<file path="src/rtl/apb_upsizer_pkg.sv">
`default_nettype none
// ============================================================================
//  Module      : apb_upsizer_pkg
//  Description : Shared constants, typedefs and FSM encoding for the
//                narrow-to-wide APB upsizer. The constants describe the
//                default build (13-bit byte address, 16-bit narrow data,
//                64-bit wide data); the RTL modules recompute their own
//                widths from their parameters and only use these as defaults.
//  Revision    : 1.0  initial release
// ============================================================================
package apb_upsizer_pkg;

    localparam int c_ADDR_WIDTH  = 13;
    localparam int c_DATAN_WIDTH = 16;
    localparam int c_DATAW_WIDTH = 64;

    // Bytes per wide word and per narrow word.
    localparam int c_NBW = c_DATAW_WIDTH / 8;
    localparam int c_NBN = c_DATAN_WIDTH / 8;

    // Width of a byte-offset-within-wide-word field. A one-byte wide bus
    // still gets a 1-bit field so no zero-width vectors appear.
    function automatic int off_width(input int nbytes);
        return (nbytes > 1) ? $clog2(nbytes) : 1;
    endfunction

    localparam int c_OFF_WIDTH = off_width(c_NBW);

    typedef logic [c_ADDR_WIDTH-1:0]  addrw_t;
    typedef logic [c_DATAW_WIDTH-1:0] dataw_t;
    typedef logic [c_DATAN_WIDTH-1:0] datan_t;
    typedef logic [c_OFF_WIDTH-1:0]   off_t;

    // IDLE -> SETUP -> ACCESS -> (SETUP for the next piece | RESP) -> IDLE
    typedef enum logic [1:0] {
        ST_IDLE   = 2'd0,
        ST_SETUP  = 2'd1,
        ST_ACCESS = 2'd2,
        ST_RESP   = 2'd3
    } state_t;

endpackage
`default_nettype wire

</file>
<file path="src/rtl/apb_lane_merge.sv">
`default_nettype none
// ============================================================================
//  Module      : apb_lane_merge
//  Description : Combinational big-endian byte-lane mapper between one wide
//                word and a narrow access that starts at byte offset 'off'.
//                Narrow byte j belongs to wide byte off+j; when that index
//                runs past the end of the word the byte belongs to the next
//                word (piece_sel=1) at index off+j-NBW.
//  Ports       : dataw     - wide word read from the completer
//                off       - byte offset of the narrow address in its word
//                datan     - narrow write data
//                piece_sel - 0: first wide word, 1: following wide word
//                merged    - dataw with the covered bytes replaced by datan
//                extracted - narrow bytes supplied by this word, other
//                            narrow bytes zero (pieces are OR-combined)
//  Revision    : 1.0  initial release
// ============================================================================
module apb_lane_merge
    import apb_upsizer_pkg::*;
#(
    parameter int DATAW_WIDTH = c_DATAW_WIDTH,
    parameter int DATAN_WIDTH = c_DATAN_WIDTH
) (
    input  logic [DATAW_WIDTH-1:0]                  dataw,
    input  logic [off_width(DATAW_WIDTH/8)-1:0]     off,
    input  logic [DATAN_WIDTH-1:0]                  datan,
    input  logic                                    piece_sel,
    output logic [DATAW_WIDTH-1:0]                  merged,
    output logic [DATAN_WIDTH-1:0]                  extracted
);

    localparam int c_WB = DATAW_WIDTH / 8;
    localparam int c_NB = DATAN_WIDTH / 8;

    always_comb begin
        merged    = dataw;
        extracted = '0;
        for (int k = 0; k < c_WB; k++) begin
            for (int j = 0; j < c_NB; j++) begin
                // Wide byte k of the selected piece lines up with narrow
                // byte j when off+j equals k (first word) or k+NBW (second).
                if ((int'(off) + j) == (piece_sel ? (k + c_WB) : k)) begin
                    merged[DATAW_WIDTH-1-8*k -: 8]    = datan[DATAN_WIDTH-1-8*j -: 8];
                    extracted[DATAN_WIDTH-1-8*j -: 8] = dataw[DATAW_WIDTH-1-8*k -: 8];
                end
            end
        end
    end

endmodule
`default_nettype wire

</file>
<file path="src/rtl/apb_upsizer.sv">
`default_nettype none
// ============================================================================
//  Module      : apb_upsizer
//  Description : Narrow APB requester to wide APB completer bridge. Byte
//                addresses may be unaligned, so one narrow access maps to one
//                or two wide words. Reads issue one wide read per word; writes
//                issue a read-modify-write per word because the wide bus has
//                no byte strobes. Both sides are big-endian. Every output is
//                driven from a flop.
//  Ports       : PCLK, PRESET             - clock, synchronous active-high reset
//                s_P*                     - narrow APB completer interface
//                m_P*                     - wide APB requester interface
//  Revision    : 1.0  initial release
// ============================================================================
module apb_upsizer
    import apb_upsizer_pkg::*;
#(
    parameter int ADDR_WIDTH  = c_ADDR_WIDTH,
    parameter int DATAN_WIDTH = c_DATAN_WIDTH,
    parameter int DATAW_WIDTH = c_DATAW_WIDTH
) (
    input  logic                    PCLK,
    input  logic                    PRESET,
    // narrow side
    input  logic [ADDR_WIDTH-1:0]   s_PADDR,
    input  logic                    s_PSEL,
    input  logic                    s_PENABLE,
    input  logic                    s_PWRITE,
    input  logic [DATAN_WIDTH-1:0]  s_PWDATA,
    output logic [DATAN_WIDTH-1:0]  s_PRDATA,
    output logic                    s_PREADY,
    output logic                    s_PSLVERR,
    // wide side
    output logic [ADDR_WIDTH-1:0]   m_PADDR,
    output logic                    m_PSEL,
    output logic                    m_PENABLE,
    output logic                    m_PWRITE,
    output logic [DATAW_WIDTH-1:0]  m_PWDATA,
    input  logic [DATAW_WIDTH-1:0]  m_PRDATA,
    input  logic                    m_PREADY,
    input  logic                    m_PSLVERR
);

    localparam int c_WB   = DATAW_WIDTH / 8;
    localparam int c_NB   = DATAN_WIDTH / 8;
    localparam int c_OFFW = off_width(c_WB);

    localparam logic [ADDR_WIDTH-1:0] c_OFF_MASK = ADDR_WIDTH'(c_WB - 1);
    localparam logic [ADDR_WIDTH-1:0] c_WB_ADDR  = ADDR_WIDTH'(c_WB);

    // ------------------------------------------------------------------
    // State and registered outputs
    // ------------------------------------------------------------------
    state_t                  r_state;
    logic [ADDR_WIDTH-1:0]   r_addr;
    logic                    r_write;
    logic [DATAN_WIDTH-1:0]  r_wdata;
    logic                    r_span;
    logic                    r_piece;
    logic [DATAN_WIDTH-1:0]  r_acc;

    logic [DATAN_WIDTH-1:0]  r_s_prdata;
    logic                    r_s_pready;
    logic                    r_s_pslverr;
    logic [ADDR_WIDTH-1:0]   r_m_paddr;
    logic                    r_m_psel;
    logic                    r_m_penable;
    logic                    r_m_pwrite;
    logic [DATAW_WIDTH-1:0]  r_m_pwdata;

    // Next-state values
    state_t                  w_state;
    logic [ADDR_WIDTH-1:0]   w_addr;
    logic                    w_write;
    logic [DATAN_WIDTH-1:0]  w_wdata;
    logic                    w_span;
    logic                    w_piece;
    logic [DATAN_WIDTH-1:0]  w_acc;

    logic [DATAN_WIDTH-1:0]  w_s_prdata;
    logic                    w_s_pready;
    logic                    w_s_pslverr;
    logic [ADDR_WIDTH-1:0]   w_m_paddr;
    logic                    w_m_psel;
    logic                    w_m_penable;
    logic                    w_m_pwrite;
    logic [DATAW_WIDTH-1:0]  w_m_pwdata;

    // ------------------------------------------------------------------
    // Address decomposition
    // ------------------------------------------------------------------
    logic [c_OFFW-1:0]       w_s_off;
    logic                    w_s_span;
    logic [ADDR_WIDTH-1:0]   w_s_w0;
    logic [c_OFFW-1:0]       w_r_off;
    logic [ADDR_WIDTH-1:0]   w_r_w1;

    assign w_s_off  = c_OFFW'(s_PADDR & c_OFF_MASK);
    assign w_s_span = (int'(w_s_off) + c_NB) > c_WB;
    assign w_s_w0   = s_PADDR & ~c_OFF_MASK;
    assign w_r_off  = c_OFFW'(r_addr & c_OFF_MASK);
    // Natural truncation gives the modulo-2^ADDR_WIDTH wrap of the second word.
    assign w_r_w1   = (r_addr & ~c_OFF_MASK) + c_WB_ADDR;

    // ------------------------------------------------------------------
    // Byte-lane mapping for the piece currently on the wide bus
    // ------------------------------------------------------------------
    logic [DATAW_WIDTH-1:0]  w_merged;
    logic [DATAN_WIDTH-1:0]  w_extracted;

    apb_lane_merge #(
        .DATAW_WIDTH (DATAW_WIDTH),
        .DATAN_WIDTH (DATAN_WIDTH)
    ) u_lane_merge (
        .dataw     (m_PRDATA),
        .off       (w_r_off),
        .datan     (r_wdata),
        .piece_sel (r_piece),
        .merged    (w_merged),
        .extracted (w_extracted)
    );

    // ------------------------------------------------------------------
    // Next-state and next-output logic
    // ------------------------------------------------------------------
    always_comb begin
        w_state     = r_state;
        w_addr      = r_addr;
        w_write     = r_write;
        w_wdata     = r_wdata;
        w_span      = r_span;
        w_piece     = r_piece;
        w_acc       = r_acc;
        w_s_prdata  = r_s_prdata;
        w_s_pready  = 1'b0;
        w_s_pslverr = 1'b0;
        w_m_paddr   = r_m_paddr;
        w_m_psel    = r_m_psel;
        w_m_penable = r_m_penable;
        w_m_pwrite  = r_m_pwrite;
        w_m_pwdata  = r_m_pwdata;

        case (r_state)
            ST_IDLE: begin
                if (s_PSEL && s_PENABLE) begin
                    w_addr      = s_PADDR;
                    w_write     = s_PWRITE;
                    w_wdata     = s_PWDATA;
                    w_span      = w_s_span;
                    w_piece     = 1'b0;
                    w_acc       = '0;
                    // Both reads and writes begin with a read of the first word.
                    w_m_paddr   = w_s_w0;
                    w_m_psel    = 1'b1;
                    w_m_penable = 1'b0;
                    w_m_pwrite  = 1'b0;
                    w_state     = ST_SETUP;
                end
            end

            ST_SETUP: begin
                w_m_penable = 1'b1;
                w_state     = ST_ACCESS;
            end

            ST_ACCESS: begin
                if (m_PREADY) begin
                    w_m_penable = 1'b0;
                    if (m_PSLVERR) begin
                        // Abort every remaining piece, including the write
                        // half of a read-modify-write whose read failed.
                        w_m_psel    = 1'b0;
                        w_m_pwrite  = 1'b0;
                        w_s_pready  = 1'b1;
                        w_s_pslverr = 1'b1;
                        w_s_prdata  = '0;
                        w_state     = ST_RESP;
                    end else if (r_write && !r_m_pwrite) begin
                        // Read half of a RMW done: write back the same word.
                        w_m_pwrite = 1'b1;
                        w_m_pwdata = w_merged;
                        w_state    = ST_SETUP;
                    end else begin
                        if (!r_write) begin
                            w_acc = r_acc | w_extracted;
                        end
                        if (r_span && !r_piece) begin
                            w_piece    = 1'b1;
                            w_m_paddr  = w_r_w1;
                            w_m_pwrite = 1'b0;
                            w_state    = ST_SETUP;
                        end else begin
                            w_m_psel   = 1'b0;
                            w_m_pwrite = 1'b0;
                            w_s_pready = 1'b1;
                            w_s_prdata = r_write ? '0 : (r_acc | w_extracted);
                            w_state    = ST_RESP;
                        end
                    end
                end
            end

            ST_RESP: begin
                w_state = ST_IDLE;
            end

            default: begin
                w_state = ST_IDLE;
            end
        endcase
    end

    // ------------------------------------------------------------------
    // State register
    // ------------------------------------------------------------------
    always_ff @(posedge PCLK) begin
        if (PRESET) begin
            r_state     <= ST_IDLE;
            r_addr      <= '0;
            r_write     <= 1'b0;
            r_wdata     <= '0;
            r_span      <= 1'b0;
            r_piece     <= 1'b0;
            r_acc       <= '0;
            r_s_prdata  <= '0;
            r_s_pready  <= 1'b0;
            r_s_pslverr <= 1'b0;
            r_m_paddr   <= '0;
            r_m_psel    <= 1'b0;
            r_m_penable <= 1'b0;
            r_m_pwrite  <= 1'b0;
            r_m_pwdata  <= '0;
        end else begin
            r_state     <= w_state;
            r_addr      <= w_addr;
            r_write     <= w_write;
            r_wdata     <= w_wdata;
            r_span      <= w_span;
            r_piece     <= w_piece;
            r_acc       <= w_acc;
            r_s_prdata  <= w_s_prdata;
            r_s_pready  <= w_s_pready;
            r_s_pslverr <= w_s_pslverr;
            r_m_paddr   <= w_m_paddr;
            r_m_psel    <= w_m_psel;
            r_m_penable <= w_m_penable;
            r_m_pwrite  <= w_m_pwrite;
            r_m_pwdata  <= w_m_pwdata;
        end
    end

    assign s_PRDATA  = r_s_prdata;
    assign s_PREADY  = r_s_pready;
    assign s_PSLVERR = r_s_pslverr;
    assign m_PADDR   = r_m_paddr;
    assign m_PSEL    = r_m_psel;
    assign m_PENABLE = r_m_penable;
    assign m_PWRITE  = r_m_pwrite;
    assign m_PWDATA  = r_m_pwdata;

endmodule
`default_nettype wire

</file>
<file path="config.mk">
export PLATFORM = sky130hd
export DESIGN_NAME = apb_upsizer
export DESIGN_NICKNAME = d
export VERILOG_FILES = /design/src/rtl/apb_upsizer_pkg.sv /design/src/rtl/apb_lane_merge.sv /design/src/rtl/apb_upsizer.sv
export SDC_FILE = /design/constraint.sdc
export NUM_CORES = 1
export LEC_CHECK = 0
export CAP_MARGIN = 20
export CORE_MARGIN = 2
export CORE_UTILIZATION = 34
export CTS_BUF_LIST = sky130_fd_sc_hd__clkbuf_4
export CTS_CLUSTER_SIZE = 40
export DETAILED_ROUTE_END_ITERATION = 10
export MAX_ROUTING_LAYER = met4
export SYNTH_ARGS = -nofsm -noshare
export SYNTH_HDL_FRONTEND = slang
export SYNTH_HIERARCHICAL = 1
export SYNTH_SLANG_ARGS = --single-unit
export TNS_END_PERCENT = 30
</file>
<file path="constraint.sdc">
create_clock -name PCLK -period 2.3 [get_ports PCLK]
set_input_delay 0.23 -clock PCLK [delete_from_list [all_inputs] [get_ports PCLK]]
set_output_delay 0.23 -clock PCLK [all_outputs]
set_load 0.01 [all_outputs]
</file>
== Word level (Yosys, flattened, before mapping) ==
Cells that the tools add are included.
Word-level totals
  register bits after elaboration: 148
  output and inout port bits: 98
  word-level logic and storage cells: 154
Operators by class
  $add $sub $neg: 3
  $lt $le $gt $ge: 1
  equal/unequal tests: 29
  multiplexer cells: 84
  bitwise gates (word level): 4
  reductions and logical operators: 18
Operators by type and width (number)
  $eq 32x32->1: 8
  $mux 8: 32
  $eq 4x32->1: 5
  $mux 16: 9
  $mux 13: 5
  $mux 4: 8
  $pmux 16 s2: 1
  $pmux 13 s2: 1
  $mux 1: 18
  $ne 2x2->1 const B: 8
  $or 16x16->16: 1
  $add 13x4->13 const B: 1
  $eq 3x4->1: 3
  $reduce_and 6->1: 2
  $mux 2: 5
  $pmux 2 s4: 1
  $reduce_and 4->1: 2
  $ne 3x3->1 const B: 2
  $pmux 1 s2: 3
  $reduce_and 3->1: 2
  $reduce_and 5->1: 1
  $add 3x1->4 const B: 1
  $add 3x2->4 const B: 1
  $eq 2x2->1 const B: 2
  other kinds (11): 17

== Longest topological paths before layout ==
Gate-level depths: netlist of run 1.
  depth in word-level cells: 16
  depth in mapped cells: 9
  mapped depth without buffers: 6

== Cells and area by module ==
Netlist of run 1, hierarchy kept.
Modules (own cells, without submodules)
  apb_upsizer: times used 1, cells each 657, area an instance 5372.7 µm², sequential area each 2902.8 µm²
  apb_lane_merge: times used 1, cells each 442, area an instance 2865.2 µm², sequential area each 0.0 µm²

== Least setup slack after synthesis of run 1 ==
No wires, ideal clock.
  path kind: reg2reg
  from: register r_addr[0]
  to: register r_acc[14]
  data arrival time: 1629 ps
  required time: 2172 ps
  slack: 544 ps
  stages on the path, launching flop included: 10
  path buffers: 3
  period minus slack after synthesis: 1756 ps
  cell sequence: dfxtp_1 buf_4 buf_4 buf_4 nor3_1 a221oi_1 a211oi_1 o221ai_1 a22oi_1 nor2_1
Between the ends
  word-level cells in the longest chain between the ends: 15
Ends and longest elaborated chain
  start, declared: line apb_upsizer.sv:55  | logic [ADDR_WIDTH-1:0] r_addr;
  start signal, assigned: line apb_upsizer.sv:235  | r_addr <= w_addr;
  $eq 3x4->1: line apb_lane_merge.sv:42  | if ((int'(off) + j) == (piece_sel ? (k + c_WB) : k)) begin
  $mux 8 (7 in a row): line apb_lane_merge.sv:42
  $mux 8 (*): line apb_lane_merge.sv:42
  via w_extracted[14]: line apb_upsizer.sv:109  | logic [DATAN_WIDTH-1:0] w_extracted;
  $or 16x16->16 (*): line apb_upsizer.sv:185  | w_acc = r_acc | w_extracted;
  $mux 16 (*): line apb_upsizer.sv:184  | if (!r_write) begin
  $mux 16 (*): line apb_upsizer.sv:178  | end else if (r_write && !r_m_pwrite) begin
  $mux 16 (*): line apb_upsizer.sv:169  | if (m_PSLVERR) begin
  $mux 16 (*): line apb_upsizer.sv:167  | if (m_PREADY) begin
  $pmux 16 s2 (*): line apb_upsizer.sv:143  | case (r_state)
  end signal, assigned: line apb_upsizer.sv:240  | r_acc <= w_acc;
  end, declared: line apb_upsizer.sv:60  | logic [DATAN_WIDTH-1:0] r_acc;
The timed path passes the listed nets; every way through them passes the cells marked *. The select of a mux whose other input is x is not followed.
A chain may end at the register's enable or synchronous reset.

== Final worst setup path of run 1 ==
  from: register r_addr[0]
  to: register r_s_prdata[3], in the netlist s_PRDATA[3]
Between the ends
  word-level cells in the longest chain between the ends: 15
Ends and longest elaborated chain
  $add 3x1->4 (*): line apb_lane_merge.sv:42
  $eq 32x32->1: line apb_lane_merge.sv:42
  $mux 8 (7 in a row): line apb_lane_merge.sv:42
  $mux 8 (*): line apb_lane_merge.sv:42
  via w_extracted[3]: line apb_upsizer.sv:109
  $or 16x16->16 (*): line apb_upsizer.sv:196  | w_s_prdata = r_write ? '0 : (r_acc | w_extracted);
  $mux 16 (*): line apb_upsizer.sv:196
  $mux 16 (*): line apb_upsizer.sv:187  | if (r_span && !r_piece) begin
  $mux 16 (*): line apb_upsizer.sv:178
  $mux 16 (*): line apb_upsizer.sv:169
  end signal, assigned: line apb_upsizer.sv:241  | r_s_prdata <= w_s_prdata;
  end, declared: line apb_upsizer.sv:62  | logic [DATAN_WIDTH-1:0] r_s_prdata;
Marked as above.

==> reports/qor.csv, run 1 <==
stage;metric;value;unit
finish;multi-input gate area in the final layout;4780;um^2
critical_path;CP Launch Type;flip-flop;
clock_tree;Clock Sinks;145;
placed_design;GPL Wtd Cong;0.942;
sta;Slew Limit Fails;0;
global_routing;initial antenna violation count;2;
logic_synthesis;Post-synth EDFFs;0;
sta;Slew HR;52.0;%
drt;DRC violations left;0;
drt;Antenna Nets Post-Route;0;
power;VDD IR max;0.265;mV
floorplan;Die X;160;um
drt;routed via count;8545;
critical_path;Critical Path Fanout Max;19;
finish;layout cell share with drive strength beyond 1;8.52;%
drt;drt wl/cell;19.3;um
clock_tree;htree depth;4;
run_status;outcome;finished clean;
sta;RSZ-0062 raised after global routing;false;
critical_path;Setup crit end kind;flip-flop;
sta;final worst-path cycle share;96.9;%
sta;setup TNS;0;ns
finish;fillcell total;2398;
logic_synthesis;dominant cells by area after synthesis;dfxtp_1 35%, nand2_1 12%, a21oi_1 8.3%;
logic_synthesis;mux cell area share after synthesis;9.40;%
placed_design;# port buffers;194;
critical_path;worst-path cell chain;buf_4, or3_1, a32oi_1, o211ai_1, o2111ai_1, a21oi_1;
sta;actual transition at the worst max-transition pin;0.719;ns
logic_synthesis;mean post-synth cell area;7.50;um^2
global_routing;largest net degree at the start of global routing;66;
drt;Total Wirelength;30.7;mm
logic_synthesis;Yosys reg bits;145;
global_routing;grt ovf;0;
sta;Peak Freq;449;MHz
clock_tree;clock buffer depth;2;
logic_synthesis;cell taking the most area after synthesis;dfxtp_1;
critical_path;critical path's largest stage delay;0.43;ns
power;post-layout power;5.44;mW
logic_synthesis;top-area cell type share of the netlist area;35.2;%
floorplan;Initial Util;34.9;%
logic_synthesis;adder-cell share of the synthesized area;0.152;%
floorplan;row count;56;
finish;Layout area overhead;30.8;%
worst_hold_path;hold crit path type;primary input to flip-flop;
global_routing;vias in the first global route;7906;
clock_tree;CTS root buf;clkbuf_4;
finish;Register Area;2910;um^2
clock_tree;CTS tree;done;
logic_synthesis;xor/xnor share of the synthesized area;0.319;%
logic_synthesis;yosys warns;6;
logic_synthesis;count leader, synth;nand2_1;
sta;Worst Clk Skew;0.0433;ns
sta;min Tclk post-route;2.23;ns
logic_synthesis;cell count after synthesis;1099;
logic_synthesis;Post-Synthesis Cell Area;8240;um^2
critical_path;WS Path Type;flip-flop to flip-flop;
critical_path;CP arrival;2.66;ns
placed_design;post-detail-place hpwl;22.4;mm
critical_path;Worst Path Required;2.73;ns
logic_synthesis;register area share after synthesis;35.2;%
power;pwr dens;504;nW/um^2
global_routing;Total GRT Usage;24.2;%
finish;nets@finish;1355;
clock_tree;Num CTS Buffers;17;
logic_synthesis;Compound-Gate Fraction of Synth Area;24.8;%
placed_design;Worst Setup Slack post-DPL;0.167;ns
sta;Final WS setup;0.0707;ns
floorplan;area of the die;25500;um^2
floorplan;io pins;198;
logic_synthesis;Post-Synth Simple-Gate Area;22.9;%
clock_tree;post-CTS setup buffer count;0;
critical_path;Slowest-stage cell, CP;dfxtp_2;
clock_tree;Skew-Pair Late Insertion Delay;0.60;ns
sta;Final Hold Viols;0;
logic_synthesis;main combinational cell family by area after synthesis;compound AO/OA/AOI/OAI gates;
floorplan;chip height;160;um
floorplan;core footprint;23600;um^2
logic_synthesis;synth unique cells;63;
logic_synthesis;Main synth FF type;dfxtp_1;
global_routing;first-pass GRT wire length;46.8;mm
sta;# setup viols final;0;
drt;Vias/cell;5.38;
logic_synthesis;ys async rst share;0;%
logic_synthesis;synth cell count leaders;274 x nand2_1, 145 x dfxtp_1, 136 x a21oi_1;
drt;starting DRC count in detailed routing;904;
clock_tree;Clk pin slew, worst setup/hold paths;0.15;ns
drt;Detailed Routing Iterations Pass 1;5;
run;max-cap viol count;0;
power;P_leak;3.44;nW
-- cells in the final DEF (no fill, tap or decap), types with 7 or more instances in the layout --
cell | Yosys | routed
a21boi_0 | 7 | 7
inv_1 | 14 | 14
nand2b_1 | 20 | 20
a22oi_1 | 24 | 24
a211oi_1 | 9 | 9
o2111ai_1 | 9 | 9
o2bb2ai_1 | 9 | 9
a221oi_1 | 7 | 7
nor3_1 | 17 | 15
mux2i_1 | 65 | 65
mux2_2 | 7 | 7
clkbuf_4 | 0 | 17
a32oi_1 | 7 | 7
clkdlybuf4s50_1 | 0 | 193
nor3b_1 | 7 | 7
nor2_1 | 54 | 54
nand2_1 | 274 | 274
o21ai_1 | 12 | 12
o211ai_1 | 8 | 8
o221ai_1 | 7 | 7
a21oi_1 | 136 | 136
dfxtp_1 | 145 | 143
or3_1 | 11 | 10
buf_4 | 14 | 42
o21ai_0 | 71 | 71
-- power by group --
group / switching, mW / internal [mW] / leakage (nW) / total [mW]
registers: 0.107 / 2.57 / 1.17 / 2.68
logic: 0.625 / 0.506 / 2.12 / 1.13
clock network: 1.15 / 0.484 / 0.146 / 1.63
total: 1.88 / 3.56 / 3.44 / 5.44
-- worst paths after layout --
kind / slack, ns / depth (start not counted) / startpoint / endpoint
worst max-delay path: 0.07 / 6 / r_addr[0] / s_PRDATA[3]
worst min register to register: 0.46 / 2 / m_PWDATA[1] / m_PWDATA[1]
worst min-delay path: 0.13 / 2 / PRESET / r_acc[4]
worst max register to register: 0.07 / 6 / r_addr[0] / s_PRDATA[3]
-- metrics by stage --
step	hold slack [ns]	util (%)	cells	area, um^2
final	0.126	45.6	1588	10800
after global routing	0.0893	45.6	1588	10800
after CTS	0.0895	45.6	1586	10800
after detailed placement	0.447	44.4	1554	10500
after global placement	0.442	44.4	1554	10500
after floorplan	0.366	-	1101	8250
-- area by class of cell --
class                   count  area share [%]
clock inverters            15            1.35
diodes                      2          0.0464
inverters                  14           0.488
multi-input cells         835            44.3
clock buffers              17            1.18
flip-flops and latches    145            27.0
well taps                 319            3.70
repair buffers            241            22.0
-- critical path, delay by kind of cell (launching register included) --
family | cells | cell delay [ns]
DFF | 1 | 0.43
buffers and inverters | 1 | 0.24
and+or+nand+nor | 1 | 0.39
AOI/OAI and AO/OA | 4 | 1.04
-- cells by family (layout without fill, tap and decap cells) --
group,Yosys count,count (layout)
compound gates,334,334
xor+xnor,3,3
fa+ha+maj,1,1
buf+inv,121,287
flops,145,145
mux,74,74
other cells,1,5
simple gates,420,420
-- flip-flops by register name (all words and copies together) (netlist names), 2 cells and up --
name,cells
r_state,2
m_PWDATA,64
s_PRDATA,16
r_addr,13
r_wdata,16
r_acc,16
m_PADDR,10
-- routing by layer --
layer  part of all wire (%)  GRT usage (%)  vias up
met1                     46           32.7     4003
met3                    6.7           4.44       34
met2                     46           37.3      352
met4                    1.9           6.24        0
li1                       -              -     4156
met5                      0              -        -
-- timing repair --
item | 4_1_cts | 5_1_grt
endpoints found under the setup margin | 0 | 1
gates resized for setup | 0 | 1
hold buffers | 0 | 0
Note: power is estimated with default switching activity, not from simulation.
==> inputs of run 2 (changes only) <==
--- a/config.mk
+++ b/config.mk
@@ -5,7 +5,6 @@
 export SDC_FILE = /design/constraint.sdc
 export NUM_CORES = 1
 export LEC_CHECK = 0
-export CAP_MARGIN = 20
 export CORE_MARGIN = 2
 export CORE_UTILIZATION = 34
 export CTS_BUF_LIST = sky130_fd_sc_hd__clkbuf_4
==> results of run 2 <==
The final DEF is identical to that of run 1; final timing and power are the same.
==> inputs of run 3 (changes only) <==
--- a/config.mk
+++ b/config.mk
@@ -11,6 +11,7 @@
 export CTS_CLUSTER_SIZE = 40
 export DETAILED_ROUTE_END_ITERATION = 10
 export MAX_ROUTING_LAYER = met4
+export SLEW_MARGIN = 20
 export SYNTH_ARGS = -nofsm -noshare
 export SYNTH_HDL_FRONTEND = slang
 export SYNTH_HIERARCHICAL = 1
==> results of run 3 <==
The final DEF is identical to that of run 1; final timing and power are the same.
